$ cat config.mk
export PLATFORM = sky130hd
export DESIGN_NAME = haze_src_arbiter
export DESIGN_NICKNAME = d
export VERILOG_FILES = /design/src/rtl/haze_src_arbiter.sv
export SDC_FILE = /design/constraint.sdc
export NUM_CORES = 1
export LEC_CHECK = 0
export CAP_MARGIN = 20
export CORE_AREA = 2 2 126 128
export DETAILED_ROUTE_END_ITERATION = 12
export DIE_AREA = 0 0 128 130
export PLACE_DENSITY_LB_ADDON = 0.12
export SLEW_MARGIN = 15
export SYNTH_ARGS = -nofsm -noshare
export SYNTH_HDL_FRONTEND = slang
export SYNTH_SLANG_ARGS = --single-unit
$ cat constraint.sdc
create_clock -name clk_i -period 7.9 [get_ports clk_i]
set_clock_uncertainty 0.05 [all_clocks]
set_input_delay 1.185 -clock clk_i [delete_from_list [all_inputs] [get_ports clk_i]]
set_output_delay 1.185 -clock clk_i [all_outputs]
set_load 0.02 [all_outputs]
$ cat src/rtl/haze_src_arbiter.sv
// Round-robin source arbiter feeding one shared haze filter pipeline from CH_NUM laser channels.
// One holding register per channel, newest-wins overwrite accounting and a minimum spacing between grants.
module haze_src_arbiter #(
  parameter int DATA_WIDTH = 16,
  parameter int CH_NUM     = 4,
  parameter int CH_ID_W    = 2,
  parameter int MIN_GAP    = 4
) (
  input  logic                         clk_i,
  input  logic                         rst_i,
  input  logic                         enable_i,
  input  logic [CH_NUM-1:0]            ch_en_i,
  input  logic [CH_NUM-1:0]            src_vld_i,
  input  logic [CH_NUM*DATA_WIDTH-1:0] src_data_i,
  input  logic                         clear_i,
  output logic                         arb_vld_o,
  output logic [DATA_WIDTH-1:0]        arb_data_o,
  output logic [CH_ID_W-1:0]           arb_ch_o,
  output logic                         busy_o,
  output logic [CH_NUM-1:0]            ovf_o,
  output logic [15:0]                  drop_cnt_o
);

  localparam int GAP_W = 4;
  localparam int CNT_W = 4;

  logic [DATA_WIDTH-1:0] r_hold_data [CH_NUM];
  logic [CH_NUM-1:0]     r_hold_full;
  logic [CH_ID_W-1:0]    r_rr_ptr;
  logic [GAP_W-1:0]      r_gap_cnt;
  logic                  r_arb_vld;
  logic [DATA_WIDTH-1:0] r_arb_data;
  logic [CH_ID_W-1:0]    r_arb_ch;
  logic                  r_busy;
  logic [CH_NUM-1:0]     r_ovf;
  logic [15:0]           r_drop_cnt;

  logic [CH_NUM-1:0]     w_cap;
  logic [CH_NUM-1:0]     w_req;
  logic [CH_NUM-1:0]     w_grant_oh;
  logic [CH_NUM-1:0]     w_ovw;
  logic [CH_NUM-1:0]     w_full_nxt;
  logic                  w_grant_any;
  logic [CH_ID_W-1:0]    w_grant_idx;
  logic [CH_ID_W-1:0]    w_next_ptr;
  logic [CH_ID_W:0]      w_idx;
  logic [CNT_W-1:0]      w_drop_inc;
  logic [16:0]           w_drop_sum;

  assign w_cap = src_vld_i & ch_en_i & {CH_NUM{enable_i}};
  assign w_req = r_hold_full & ch_en_i;

  // Walk the search order backwards so the last hit is the first channel at or after r_rr_ptr.
  always_comb begin
    w_grant_any = 1'b0;
    w_grant_idx = '0;
    w_idx       = '0;
    if (enable_i && (r_gap_cnt == '0)) begin
      for (int k = CH_NUM - 1; k >= 0; k--) begin
        w_idx = {1'b0, r_rr_ptr} + (CH_ID_W + 1)'(k);
        if (w_idx >= (CH_ID_W + 1)'(CH_NUM)) begin
          w_idx = w_idx - (CH_ID_W + 1)'(CH_NUM);
        end
        if (w_req[w_idx[CH_ID_W-1:0]]) begin
          w_grant_any = 1'b1;
          w_grant_idx = w_idx[CH_ID_W-1:0];
        end
      end
    end
  end

  always_comb begin
    w_next_ptr = '0;
    if (w_grant_idx != CH_ID_W'(CH_NUM - 1)) begin
      w_next_ptr = w_grant_idx + 1'b1;
    end
  end

  always_comb begin
    w_grant_oh = '0;
    for (int c = 0; c < CH_NUM; c++) begin
      w_grant_oh[c] = w_grant_any && (w_grant_idx == CH_ID_W'(c));
    end
  end

  // A capture only counts as a drop when the old sample is not leaving in the same cycle.
  assign w_ovw = w_cap & r_hold_full & ~w_grant_oh;

  always_comb begin
    w_drop_inc = '0;
    for (int c = 0; c < CH_NUM; c++) begin
      w_drop_inc = w_drop_inc + CNT_W'(w_ovw[c]);
    end
  end

  assign w_drop_sum = {1'b0, r_drop_cnt} + 17'(w_drop_inc);

  always_comb begin
    w_full_nxt = r_hold_full;
    for (int c = 0; c < CH_NUM; c++) begin
      if (!enable_i || !ch_en_i[c]) begin
        w_full_nxt[c] = 1'b0;
      end else if (w_cap[c]) begin
        w_full_nxt[c] = 1'b1;
      end else if (w_grant_oh[c]) begin
        w_full_nxt[c] = 1'b0;
      end
    end
  end

  always_ff @(posedge clk_i or posedge rst_i) begin
    if (rst_i) begin
      r_hold_full <= '0;
      r_busy      <= 1'b0;
      for (int c = 0; c < CH_NUM; c++) begin
        r_hold_data[c] <= '0;
      end
    end else begin
      r_hold_full <= w_full_nxt;
      r_busy      <= |w_full_nxt;
      for (int c = 0; c < CH_NUM; c++) begin
        if (w_cap[c]) begin
          r_hold_data[c] <= src_data_i[c*DATA_WIDTH +: DATA_WIDTH];
        end
      end
    end
  end

  always_ff @(posedge clk_i or posedge rst_i) begin
    if (rst_i) begin
      r_rr_ptr   <= '0;
      r_gap_cnt  <= '0;
      r_arb_vld  <= 1'b0;
      r_arb_data <= '0;
      r_arb_ch   <= '0;
    end else begin
      r_arb_vld <= w_grant_any;
      if (w_grant_any) begin
        r_arb_data <= r_hold_data[w_grant_idx];
        r_arb_ch   <= w_grant_idx;
      end
      if (!enable_i) begin
        r_rr_ptr  <= '0;
        r_gap_cnt <= '0;
      end else if (w_grant_any) begin
        r_rr_ptr  <= w_next_ptr;
        r_gap_cnt <= GAP_W'(MIN_GAP - 1);
      end else if (r_gap_cnt != '0) begin
        r_gap_cnt <= r_gap_cnt - 1'b1;
      end
    end
  end

  // Clear wins over any overwrite recorded in the same cycle.
  always_ff @(posedge clk_i or posedge rst_i) begin
    if (rst_i) begin
      r_ovf      <= '0;
      r_drop_cnt <= '0;
    end else if (clear_i) begin
      r_ovf      <= '0;
      r_drop_cnt <= '0;
    end else begin
      r_ovf <= r_ovf | w_ovw;
      if (w_drop_sum[16]) begin
        r_drop_cnt <= 16'hFFFF;
      end else begin
        r_drop_cnt <= w_drop_sum[15:0];
      end
    end
  end

  assign arb_vld_o  = r_arb_vld;
  assign arb_data_o = r_arb_data;
  assign arb_ch_o   = r_arb_ch;
  assign busy_o     = r_busy;
  assign ovf_o      = r_ovf;
  assign drop_cnt_o = r_drop_cnt;

endmodule
# ---- Word-level counts from Yosys, hierarchy flattened
# Cells that the tools add are included.
dict set report op_classes {
  addsub 13
  n_lt_le_gt_ge 9
  n_eq_ne 6
  muxes 50
  n_bitwise 8
  reduce_logical 18
}
# cell count
set ops {}
lappend ops {{2-to-1 mux 16 bit} 4}
lappend ops {{binary-select mux 16 bit (select 2 bit)} 1}
lappend ops {{2-to-1 mux 2 bit} 16}
lappend ops {{2-to-1 mux 1 bit} 21}
lappend ops {{bitwise AND 4 bit} 5}
lappend ops {{adder 16 x 4 -> 17 bit} 1}
lappend ops {{2-to-1 mux 4 bit} 4}
lappend ops {{>= comparator 3 bit, second input constant} 4}
lappend ops {{< comparator 2 x 3 -> 1 bit, second input constant} 4}
lappend ops {{binary-select mux 1 bit (select 2 bit)} 4}
lappend ops {{subtractor 2 x 1 -> 2 bit, second input constant} 4}
lappend ops {{adder 2 x 2 -> 3 bit, second input constant} 2}
lappend ops {{logical AND 1 bit} 5}
lappend ops {{zero test 1 bit} 5}
lappend ops {{adder 3 x 1 -> 4 bit} 1}
lappend ops {{== test 2 bit, second input constant} 2}
lappend ops {{zero test 4 bit} 1}
lappend ops {{logical OR 1 bit} 4}
lappend ops {{NOT 4 bit} 1}
lappend ops {{OR 4 bit} 1}
lappend ops {{nonzero test 4 bit} 1}
lappend ops {{OR reduction 4 bit} 1}
lappend ops {{subtractor 4 x 1 -> 4 bit, second input constant} 1}
lappend ops {{adder 2 x 1 -> 3 bit} 1}
lappend ops {{10 further kinds} 10}
dict set report word_totals {
  regBits 114
  inputBits 76
  out_inout_bits 40
}

# ---- Logic depth before layout (Yosys ltp)
# Gate-level depths: netlist of the first run.
dict set report depth {
  depth_word 21
  ltp_mapped 20
}

# ---- Least setup slack after synthesis of the first run
# No wires, ideal clock.
dict set report synth_timing {
  path_kind {input to register}
  start {input port ch_en_i[3]}
  end {register r_drop_cnt[13] (netlist: drop_cnt_o[13])}
  setup_time_ns 0.086
  arrival_time_ns 5.259
  t_required_ns 7.764
  setup_slack_ns 2.505
  stages 19
  n_path_buf 2
  cell_sequence {and2_1 > o21ai_2 > a21oi_2 > and3_1 > buf_2 > clkbuf_1 > ha_1 > a21oi_1 > and3_1 > fa_1 > inv_1 > fa_1 > inv_1 > fa_1 > nand3_1 > nor4_1 > nand3_1 > and4_1 > nor3_1}
}
dict set report synth_between {
  elab_chain_len 18
}
# item line
set synth_rtl {}
lappend synth_rtl {{start, declared} 12} ;# input logic [CH_NUM-1:0] ch_en_i,
lappend synth_rtl {{bitwise AND 4 bit} 51} ;# assign w_req = r_hold_full & ch_en_i;
lappend synth_rtl {{binary-select mux 1 bit (select 2 bit)} 64} ;# if (w_req[w_idx[CH_ID_W-1:0]]) begin
lappend synth_rtl {{2-to-1 mux 1 bit (not written as such)} 64}
lappend synth_rtl {{2-to-1 mux 2 bit (4 in series)} 64}
lappend synth_rtl {{2-to-1 mux 2 bit} 58} ;# if (enable_i && (r_gap_cnt == '0)) begin
lappend synth_rtl {{== test 2 x 1 -> 1 bit / zero test 2 bit (equally long branches)} 82} ;# w_grant_oh[c] = w_grant_any && (w_grant_idx == CH_ID_W'(c));
lappend synth_rtl {{logical AND 1 bit} 82}
lappend synth_rtl {{NOT 4 bit} 87} ;# assign w_ovw = w_cap & r_hold_full & ~w_grant_oh;
lappend synth_rtl {{bitwise AND 4 bit *} 87}
lappend synth_rtl {{adder 1 x 1 -> 2 bit} 92} ;# w_drop_inc = w_drop_inc + CNT_W'(w_ovw[c]);
lappend synth_rtl {{adder 2 x 1 -> 3 bit} 92}
lappend synth_rtl {{adder 3 x 1 -> 4 bit *} 92}
lappend synth_rtl {{adder 16 x 4 -> 17 bit *} 96} ;# assign w_drop_sum = {1'b0, r_drop_cnt} + 17'(w_drop_inc);
lappend synth_rtl {{2-to-1 mux 16 bit *} 164} ;# if (w_drop_sum[16]) begin
lappend synth_rtl {{2-to-1 mux 16 bit *} 159} ;# end else if (clear_i) begin
lappend synth_rtl {{end signal, assigned} 167} ;# r_drop_cnt <= w_drop_sum[15:0];
lappend synth_rtl {{end, declared} 36} ;# logic [15:0] r_drop_cnt;
# Every way passes the cells marked *; elsewhere a longest branch is shown, timed or not. The select of a mux whose other input is x is not followed.
# A chain may end at the register's enable or synchronous reset.

# ---- Final worst setup path of the first run
dict set report layout_timing {
  start {input port ch_en_i[0]}
  end {register r_drop_cnt[13] (netlist: drop_cnt_o[13])}
}
# Same word-level chain as after synthesis.

==> run summary, run 1 <==
The async set or reset register ratio after synthesis came out at 1.00. In the final layout, the share of cells above drive strength 1 is 0.181. The count of buffer and inverter cells on the critical path is 4. The shortest clock period the worst path allows after layout is roughly 6.2 ns. The total of hold buffers inserted after clock tree synthesis is 0. The later pin in the worst-skew pair is clocked with a latency of 0.41 ns. The dominant synthesized flop cell is dfrtp_1. The count of input and output buffers came out at 115. The synthesized net count came out at between 500 and 600.

After detailed routing, the average wire length per cell comes to 18.8 um. The CTS clock-pin slew for the worst setup and hold paths came out at around 0.050 ns. The HPWL after detailed placement is 9780 um. The worst setup path is of the in2reg kind. The run finished with clean final reports. The finished layout cell area came out at 7310 um^2. The total of cells resized after clock tree synthesis is 0. The data arrival time at the worst-slack endpoint is 6.45 ns.

STA classifies the critical path endpoint as a register. In the routed design, unresolved DRC markers number 0. Dividing the detail-routed via count by the number of cells gives 5.32. During I/O placement, the number of pins put on the boundary was 116. The class of the tightest hold or removal check is reg2reg. Among the stages of the critical path, the cell type that occurs most often is fa_1. The worst slew margin relative to its limit came out at 0.235. The pin count of the biggest net entering global routing came out at 60. The site row count is 46.

The first-pass GRT wire length came out at about 23000 um. The netlist area before placement is about 5400 um^2. For this configuration, the core starts out at a cell density of 0.351.

The number of endpoints failing setup at the final stage is 0. The worst ir drop on vdd is ~0.17 mV. The vertical die dimension is 130 um. The total negative setup slack came out at 0 ns. The residual antenna-violating net count after detailed routing came out at 0. Setup repair after global routing left no endpoint under its margin. For this run the aggregate overflow at the end of global routing stands at 0. The count of TritonRoute iterations in the first routing pass came out at 4.

The max-slew violation count is 0. The max-cap violation count is 0. For this run, the top clock speed supported by timing is 162 MHz.

At the end of the flow, the number of nets in the layout was 667. The post-route clock period utilization is 0.782. The gate count after technology mapping came out at 464.

The number of antenna violations at the first check in global routing came out at 0. Fill cells in the final layout number 1395. The via count of the first global-routing pass came out at 4289. The final routed wirelength across all metal layers came out at around 15000 um.

CTS placed an instance of clkbuf_16 at the clock tree root. The placed instances occupy a cell area of between 6000 and 7000 um^2. In this design, the largest share of critical-path delay is due to simple AND/OR/NAND/NOR gates. The synthesized design contains 0 enable-type register cells. The die boundary width came out at about 130 um. The average instance in the mapped netlist occupies 11.7 um^2. The core region area came out at between 15000 and 20000 um^2. The peak fanout along the critical path is 37. The flip-flop and latch count after synthesis is 114.

The number of H-tree levels is 4. The die outline area came out at 16600 um^2. The number of vias after detailed routing came out at 4171. The number of diodes added for antenna fixing is 0.

The unique cell type count in the Yosys netlist is 52. In this run the power density over the cells is 275 nW/um^2. After the first detailed-routing iteration, the DRC count stood at around 240.

Summed over all cells, the static leakage comes to 3.05 nW. STA classifies the critical path startpoint as a primary input. The largest individual stage delay along the critical path comes from the cell nor4_1.

Routability-driven placement finished with a final weighted congestion of 0.824. TritonCTS built the clock tree. The critical path's largest stage delay is 0.57 ns. The signal on the critical path passes through clkdlybuf4s50_1 > nand2_1 > o221ai_1 > o32a_2 > inv_4 > o311a_1 > fa_1 > inv_1 > fa_1 > inv_1 > fa_1 > nand3_1 > nor4_1 > nand3_1 > and4_1 > nor3_1.

The area growth from synthesis to layout is 34.9%. The share of the Yosys chip area taken by registers is 0.526. Counting the buffers created by CTS gives 17. The clock tree buffer depth is 2. The global router's overall resource usage came out at 0.186. The CTS sink count came out at approximately 110.

At the pin with the least slew margin, the transition time is 1.12 ns. The total count of hold-check failures in the final report is 0. The post-CTS setup buffer count is 0.

The number of synthesis warnings came out at 0. The required time of the critical path is 8.17 ns.
## where the power goes
group          switching [W]  internal [W]  total, W
Clock               0.000254      0.000449  0.000702
Combinational       0.000242      0.000266  0.000508
Sequential         0.0000875      0.000709  0.000796
## flip-flops by register name, indices dropped and copies added, names as in the netlist, 2 cells and up
| name | cells |
|---|---|
| r_hold_full | 4 |
| arb_ch_o | 2 |
| r_rr_ptr | 2 |
| arb_data_o | 16 |
| r_hold_data | 64 |
| drop_cnt_o | 16 |
| r_gap_cnt | 4 |
| ovf_o | 4 |
## synth_stat cells (2+ instances only)
master	number	share of area
inv_1	14	0.0097
o21ai_0	2	0.0018
o211a_1	2	0.0037
o21ai_2	2	0.0032
buf_1	2	0.0014
nand3_1	12	0.011
fa_1	3	0.011
mux2_2	64	0.13
buf_2	2	0.0018
a21oi_1	36	0.033
buf_4	2	0.0028
o41ai_1	16	0.026
nand2_1	34	0.024
mux2i_1	18	0.033
nor2_1	12	0.0083
and3_1	7	0.0081
nor3_1	3	0.0028
a211oi_1	32	0.044
nand2b_1	19	0.022
nand4_1	3	0.0035
xor2_1	5	0.0081
ha_1	6	0.014
xnor2_1	6	0.0097
dfrtp_1	114	0.53
clkbuf_1	18	0.012
and2_1	2	0.0023
nor2b_1	2	0.0023
a31o_2	2	0.0032
## cells by family after synthesis
kind of cell	after synthesis	share of synthesized area
AOI/OAI and AO/OA	106	0.138
xor gates and xnor gates	11	0.0178
adders and majority gates	9	0.0249
buffers and inverters	40	0.0314
DFF	114	0.526
muxes	82	0.166
and+or+nand+nor	102	0.0956
## worst paths after layout
check,from,end,slack [ns],cells past startpoint
max,ch_en_i[0],drop_cnt_o[13],1.72,16
min,arb_ch_o[1],arb_ch_o[1],0.44,1
max reg2reg,r_gap_cnt[0],drop_cnt_o[13],2.23,18
min reg2reg,arb_ch_o[1],arb_ch_o[1],0.44,1
max in group asynchronous,rst_i,r_hold_data[47],5.36,3
min in group asynchronous,rst_i,drop_cnt_o[14],1.22,2
## routing by layer
layer	track usage	part of all wire	vias to the layer above
met1	0.244	0.46	2084
met5	0	0	-
met4	0.0730	0.020	0
met3	0.0451	0.043	21
li1	-	-	1942
met2	0.299	0.48	124
## stage by stage
stage                     setup WS, ns  std cells  hold WS (ns)  total power [W]  utilization
after floorplan                   2.51        464         0.431          0.00109            -
final                             1.72        784         0.440          0.00201        0.474
after global placement            1.52        754         0.420          0.00130        0.438
after CTS                         1.73        784         0.448          0.00203        0.474
after global routing              1.45        784         0.464          0.00211        0.474
after detailed placement          1.26        755         0.424          0.00131        0.439
## worst reg2reg max path, cell delays in order (launching register included)
cell and delay (ns):
dfrtp_1 0.39, inv_1 0.10, ha_1 0.20, nor3b_1 0.71
and3_1 0.25, buf_4 0.29, ha_1 0.22, a21oi_1 0.08
and3_1 0.25, fa_1 0.50, inv_1 0.05, fa_1 0.39
inv_1 0.08, fa_1 0.20, nand3_1 0.16, nor4_1 0.57
nand3_1 0.54, and4_1 0.39, nor3_1 0.15
## cell usage in the layout, fill, tap and decap left out, types with 2 or more instances in the layout
cell,Yosys,final
fa_1,3,3
dfrtp_1,114,114
o41ai_1,16,16
clkbuf_16,0,17
mux2i_1,18,18
xnor2_1,6,6
inv_1,14,13
nand2_1,34,34
o211a_1,2,2
clkdlybuf4s50_1,0,115
o21ai_0,2,2
o21ai_2,2,2
a211oi_1,32,32
inv_4,1,2
clkbuf_8,0,3
nand2b_1,19,19
and2_1,2,2
nor2b_1,2,2
nand3_1,12,12
buf_4,2,8
and3_1,7,7
clkinv_2,0,4
clkbuf_1,18,3
nor2_1,12,12
xor2_1,5,5
mux2_2,64,64
ha_1,6,6
nand4_1,3,3
nor3_1,3,3
a21oi_1,36,36
a31o_2,2,2
## layout make-up
| class | count | area, um^2 | share of cell area |
|---|---|---|---|
| multi-input combinational | 310 | 2400 | 0.328 |
| inverter | 15 | 61.3 | 0.00838 |
| clock inverter | 6 | 57.6 | 0.00787 |
| clock buffer | 23 | 478 | 0.0654 |
| timing repair buffer | 124 | 1230 | 0.168 |
| tap | 192 | 240 | 0.0329 |
| sequential | 114 | 2850 | 0.390 |
Power figures use the tool's default switching activity.
==> inputs of run 2 (changes only) <==
==> constraint.sdc (replaced) <==
create_clock -name clk_i -period 6.4 [get_ports clk_i]
set_clock_uncertainty 0.05 [all_clocks]
set_input_delay 0.96 -clock clk_i [delete_from_list [all_inputs] [get_ports clk_i]]
set_output_delay 0.96 -clock clk_i [all_outputs]
set_load 0.02 [all_outputs]
==> run summary, run 2 (synthesis gave the netlist of run 1 again) <==
The core region area was 15400 um^2 (unchanged). The most common library cell in the layout ignoring fill and taps is clkdlybuf4s50_1 (unchanged). The total count of hold-check failures in the final report came to 0 (unchanged). The startpoint of the lowest-slack hold path is r_hold_data[33] (was arb_ch_o[1]). The count of TritonRoute iterations in the first routing pass came out at 4 (unchanged). The number of vias after detailed routing is 4161 (was 4171). The total of hold buffers inserted after clock tree synthesis is 0 (unchanged).

The via count of the first global-routing pass is 4183 (was 4289). Result of the run: finished clean (unchanged). Timing would allow up to 187 MHz. The die outline area came out at 16600 um^2 (unchanged). The worst path needs 5.35 ns of the cycle, external delays included.

The overall overflow remaining after global route came to 0 (unchanged). The proportion of total power due to net switching came out at 0.281 (was 0.291). The total cell area at the placement stage is 6790 um^2 (was 6780 um^2). The starting DRC count in detailed routing came out at 261 (was 236). The CTS clock-pin slew for the worst setup and hold paths is 0.06 ns (was 0.05 ns). The initial core utilization is 0.351 (unchanged). The power density over cell area was 349 nW/um^2 (was 275 nW/um^2). The start point of the critical path is enable_i (was ch_en_i[0]).

The peak fanout along the critical path is 19 (was 37). RSZ-0062 raised after global routing: no (unchanged). The sum of internal, switching and leakage power came out at 0.00259 W (was 0.00201 W). The layout cell share with drive strength beyond 1 is 0.189 (was 0.181). The number of flip-flops under the largest register name is 64 (unchanged).

The actual transition at the worst max-transition pin was 1.04 ns (was 1.12 ns). The clock power share is 0.380 (was 0.350). The worst ir drop on vdd came out at 0.218 mV (was 0.167 mV). The post-route clock period utilization came out at 0.836. The required time of the critical path is 6.67 ns (was 8.17 ns).

The count of input and output buffers was 115 (unchanged). The worst slew margin relative to its limit is 0.303 (was 0.235). The finished layout cell area is 7400 um^2 (was 7310 um^2). The final routed wirelength across all metal layers is 14600 um (was 14800 um). The cell chosen for the clock root is clkbuf_16 (unchanged). The category of the most critical setup path is in2reg (unchanged). The max-cap violation count came out at 0 (unchanged). The total of cells resized after clock tree synthesis came out at 0 (unchanged). The CTS sink count is 114 (unchanged).

The class of the tightest hold or removal check is reg2reg (unchanged). The TritonCTS buffer count came out at 17 (unchanged). The internal power of the cells came out at 0.00186 W (was 0.00142 W).

The data arrival time at the worst-slack endpoint came out at 5.62 ns (was 6.45 ns). The number of H-tree levels is 4 (unchanged). The total I/O pin count was 116 (unchanged). The number of remaining DRC errors is 0 (unchanged). The die boundary width is 128 um (unchanged). The post-CTS setup buffer count was 0 (unchanged). The site row count came out at 46 (unchanged). The share of total power in combinational logic is 0.241 (was 0.253). The number of diodes added for antenna fixing is 0 (unchanged). The area overhead of the layout relative to synthesis came out at 36.5% (was 34.9%). The first-pass GRT wire length came out at 23100 um (was 23300 um). The most flop-heavy register is r_hold_data (unchanged). The pin count of the biggest net entering global routing came out at 77 (was 60). The power share of the sequential group came out at 0.379 (was 0.397).

The leakage power came out at 3.10 nW (was 3.05 nW). The startpoint kind of the worst setup timing path is a primary input (unchanged). The worst slack on hold paths is 0.459 ns (was 0.440 ns). The CTS tree was built (unchanged). The type of destination of the critical path is a register (unchanged). The routed length per placed instance is 18.5 um (was 18.8 um). The number of antenna violations at the first check in global routing came out at 0 (unchanged).

The routability congestion estimate from global placement came out at 0.808 (was 0.824). The total negative setup slack came out at 0 ns (unchanged). The HPWL after detailed placement was 9540 um (was 9780 um). The clock tree buffer depth is 2 (unchanged). The vertical die dimension is 130 um (unchanged). The via density per instance came out at 5.27 (was 5.32).

The total net switching power came to 0.000727 W (was 0.000584 W). The residual antenna-violating net count after detailed routing came out at 0 (unchanged). The clock latency on the worst-skew pair came out at 0.41 ns (about the same). The global router's overall resource usage came out at 0.184 (was 0.186). The start of the worst register-to-register path was r_gap_cnt[0] (unchanged). The number of nets in the finished design came out at 669 (was 667).

The number of endpoints failing setup at the final stage came to 0 (unchanged). The max-slew violation count came out at 0 (unchanged). Commonest cells after routing, fill and taps aside: clkdlybuf4s50_1 (115), dfrtp_1 (114), mux2_2 (64) (unchanged).
[run 2: power by group through the flow]
| stage | clock (W) | sequential [W] | combinational (W) |
|---|---|---|---|
| after floorplan | 0 | 0.00103 | 0.000316 |
| after global placement | 0 | 0.000990 | 0.000617 |
| after detailed placement | 0 | 0.000988 | 0.000628 |
| after CTS | 0.00101 | 0.000979 | 0.000631 |
| after global routing | 0.00104 | 0.000999 | 0.000683 |
| final | 0.000984 | 0.000979 | 0.000623 |
[run 2: metrics by stage]
stage                     cells  setup WS (ns)  utilization
after global routing        789          0.729        0.480
final                       789           1.05        0.480
after CTS                   789           1.06        0.480
after detailed placement    757          0.572        0.440
after global placement      756          0.740        0.439
after floorplan             464           1.23            -
[run 2: path summary, 6_finish.rpt]
| check | to | slack, ns | depth (start not counted) |
|---|---|---|---|
| max | drop_cnt_o[13] | 1.05 | 16 |
| min | r_hold_data[33] | 0.46 | 1 |
| max reg2reg | drop_cnt_o[13] | 1.65 | 17 |
| min reg2reg | r_hold_data[33] | 0.46 | 1 |
| max in group asynchronous | r_hold_data[59] | 4.15 | 3 |
| min in group asynchronous | r_hold_data[1] | 1.05 | 2 |
[run 2: layer usage]
metal | vias to the layer above | part of all wire | track usage
met3 | 12 | 0.057 | 0.0513
li1 | 1950 | - | -
met4 | 0 | 0.0084 | 0.0504
met2 | 119 | 0.48 | 0.311
met1 | 2080 | 0.45 | 0.234
met5 | - | 0 | 0
[run 2: critical path, cell delays in order]
cell,delay [ns]
clkdlybuf4s50_1,0.61
nand4bb_1,0.27
a211o_1,0.12
o32a_2,0.50
inv_4,0.23
o311a_1,0.42
fa_1,0.49
inv_1,0.05
fa_1,0.40
inv_1,0.08
fa_1,0.20
nand3_1,0.17
nor4_1,0.52
nand3_1,0.18
and4_1,0.23
nor3_1,0.18
[run 2: cell type report]
class | count | area, um^2
Multi-Input combinational cell | 310 | 2400
Tap cell | 192 | 240
Fill cell | 1455 | 8030
Inverter | 15 | 61.3
Sequential cell | 114 | 2850
Clock buffer | 20 | 447
Timing Repair Buffer | 126 | 1240
Clock inverter | 12 | 163
==> inputs of run 3 (changes only) <==
==> constraint.sdc (replaced) <==
create_clock -name clk_i -period 4.94 [get_ports clk_i]
set_clock_uncertainty 0.05 [all_clocks]
set_input_delay 0.741 -clock clk_i [delete_from_list [all_inputs] [get_ports clk_i]]
set_output_delay 0.741 -clock clk_i [all_outputs]
set_load 0.02 [all_outputs]
==> run summary, run 3 (synthesis gave the netlist of run 1 again) <==
Result of the run: finished clean (unchanged). The finished layout cell area came out at 7420 um^2 (was 7400 um^2). The TritonCTS buffer count came out at 17 (unchanged). The number of antenna violations at the first check in global routing is 0 (unchanged). The most common library cell in the layout ignoring fill and taps is clkdlybuf4s50_1 (unchanged). The total of cells resized after clock tree synthesis is 0 (unchanged). The number of H-tree levels came out at 4 (unchanged). The category of the most critical setup path is in2reg (unchanged).

The actual transition at the worst max-transition pin came out at 0.812 ns (was 1.04 ns). The start point of the critical path is ch_en_i[0] (was enable_i). The fmax is 229 MHz. The clock tree buffer depth is 2 (unchanged). The most flop-heavy register was r_hold_data (unchanged).

The peak fanout along the critical path was 5 (was 19). The max-cap violation count came to 0 (unchanged). The routability congestion estimate from global placement came out at 0.786 (was 0.808). The class of the tightest hold or removal check is reg2reg (unchanged). The count of TritonRoute iterations in the first routing pass came out at 4 (unchanged). The total of hold buffers inserted after clock tree synthesis is 0 (unchanged). The worst slew margin relative to its limit came out at 0.458 (was 0.303). The count of input and output buffers was 115 (unchanged).

The required time of the critical path is 5.14 ns (was 6.67 ns). The global router's overall resource usage came to 0.187 (was 0.184). The met3 demand-to-capacity share in global routing came out at 0.0586 (was 0.0513). The cell chosen for the clock root is clkbuf_16 (unchanged). The post-route clock period utilization is 0.883. The worst ir drop on vdd came out at 0.247 mV (was 0.218 mV). The final routed wirelength across all metal layers is 14700 um (was 14600 um). The total negative setup slack came to 0 ns (unchanged). Commonest cells after routing, fill and taps aside: clkdlybuf4s50_1 (115), dfrtp_1 (114), mux2_2 (64) (unchanged). The worst reg-to-reg setup slack came out at 0.80 ns (was 1.65 ns). The number of diodes added for antenna fixing came out at 0 (unchanged). The die outline area is 16600 um^2 (unchanged). The met2 capacity usage during global routing is 0.298 (was 0.311). The layer with the highest usage after global routing was met2 (unchanged). The type of destination of the critical path is a register (unchanged). The data arrival time at the worst-slack endpoint was 4.56 ns (was 5.62 ns). The number of remaining DRC errors is 0 (unchanged).

The CTS tree is built (unchanged). The CTS clock-pin slew for the worst setup and hold paths came out at 0.05 ns (was 0.06 ns). The routed length per placed instance is 18.4 um (was 18.5 um).

The worst flop-to-flop path endpoint is drop_cnt_o[10] (was drop_cnt_o[13]). The startpoint kind of the worst setup timing path is a primary input (unchanged). The layout cell share with drive strength beyond 1 was 0.197 (was 0.189). The via density per instance came out at 5.17 (was 5.27).

The capture point of the worst path is drop_cnt_o[10] (was drop_cnt_o[13]). The initial core utilization is 0.351 (unchanged). The shortest clock period the worst path allows after layout came out at 4.36 ns. The number of endpoints failing setup at the final stage was 0 (unchanged). The total I/O pin count is 116 (unchanged). The overall overflow remaining after global route is 0 (unchanged). The total count of hold-check failures in the final report is 0 (unchanged). The power density over cell area came out at 439 nW/um^2 (was 349 nW/um^2). The post-CTS setup buffer count came out at 0 (unchanged).

The number of vias after detailed routing was 4116 (was 4161). The starting DRC count in detailed routing is 266 (was 261). The via count of the first global-routing pass is 4345 (was 4183). The max-slew violation count came out at 0 (unchanged). The worst reg-to-reg path cell count is 18 (was 17). The HPWL after detailed placement is 9710 um (was 9540 um).

The vertical die dimension came out at 130 um (unchanged). The pin count of the biggest net entering global routing came out at 61 (was 77). The count of fill cells added during filler insertion is 1418 (was 1455). The total cell area at the placement stage is 6860 um^2 (was 6790 um^2). The core region area came out at 15400 um^2 (unchanged). The CTS sink count is 114 (unchanged). The residual antenna-violating net count after detailed routing is 0 (unchanged). The area overhead of the layout relative to synthesis came to 36.9% (was 36.5%).

The site row count is 46 (unchanged). The first-pass GRT wire length is 23300 um (was 23100 um). The leakage power is 3.11 nW (was 3.10 nW).

RSZ-0062 raised after global routing: no (unchanged). The number of flip-flops under the largest register name is 64 (unchanged). The clock latency on the worst-skew pair is 0.40 ns (was 0.41 ns).

The met1 routing resource usage after global routing came to 0.239 (was 0.234). The start of the worst register-to-register path is r_gap_cnt[0] (unchanged). The number of nets in the finished design is 678 (was 669).

The die boundary width came out at 128 um (unchanged).
## run 3: worst min path at each step
stage | endpoint | cells past startpoint | start
2_1_floorplan | r_hold_data[32] | 1 | r_hold_data[32]
3_3_place_gp | r_hold_data[50] | 1 | r_hold_data[50]
3_5_place_dp | ovf_o[0] | 1 | ovf_o[0]
4_1_cts | ovf_o[0] | 1 | ovf_o[0]
5_1_grt | ovf_o[0] | 1 | ovf_o[0]
6_report | ovf_o[0] | 1 | ovf_o[0]
## run 3: metal layers
metal / wire length (um) / up-vias
li1: - / 1960
met1: 6750 / 2051
met2: 6980 / 99
met3: 811 / 6
met4: 121 / 0
met5: 0 / -
## run 3: metrics by stage
stage | instances | worst slack, ns | power, W | utilization | hold WS, ns
floorplan | 464 | 0.0896 | 0.00174 | - | 0.431
global placement | 766 | 0.280 | 0.00209 | 0.445 | 0.441
detailed placement | 766 | 0.171 | 0.00211 | 0.445 | 0.444
CTS | 796 | 0.585 | 0.00330 | 0.481 | 0.456
global route | 796 | 0.286 | 0.00344 | 0.481 | 0.469
finish | 796 | 0.580 | 0.00326 | 0.481 | 0.453
## run 3: area by class of cell
cell class,instances,area (um^2),area share
clock buffers,24,482,0.0649
clock inverters,6,80.1,0.0108
inverters,15,61.3,0.00826
multi-input cells,310,2400,0.324
flip-flops and latches,114,2850,0.384
well taps,192,240,0.0324
repair buffers,135,1300,0.175
## run 3: critical path, cell delays in order
cell and delay [ns]:
clkdlybuf4s50_1 0.52, nand2_1 0.17, o221ai_1 0.22, o32a_2 0.23, ha_1 0.15, a21oi_1 0.07, and3_1 0.21, fa_1 0.50
inv_1 0.05, fa_1 0.40, inv_1 0.08, fa_1 0.20, nand3_1 0.18, nor3_1 0.39, and3_1 0.23, xnor2_1 0.12
a21oi_1 0.08
## run 3: report_power, final
part / internal [W] / leakage [nW] / switching, W / total [W]
Clock: 0.000772 / 0.280 / 0.000398 / 0.00117
Sequential: 0.00113 / 1.41 / 0.000130 / 0.00126
Combinational: 0.000437 / 1.43 / 0.000390 / 0.000827
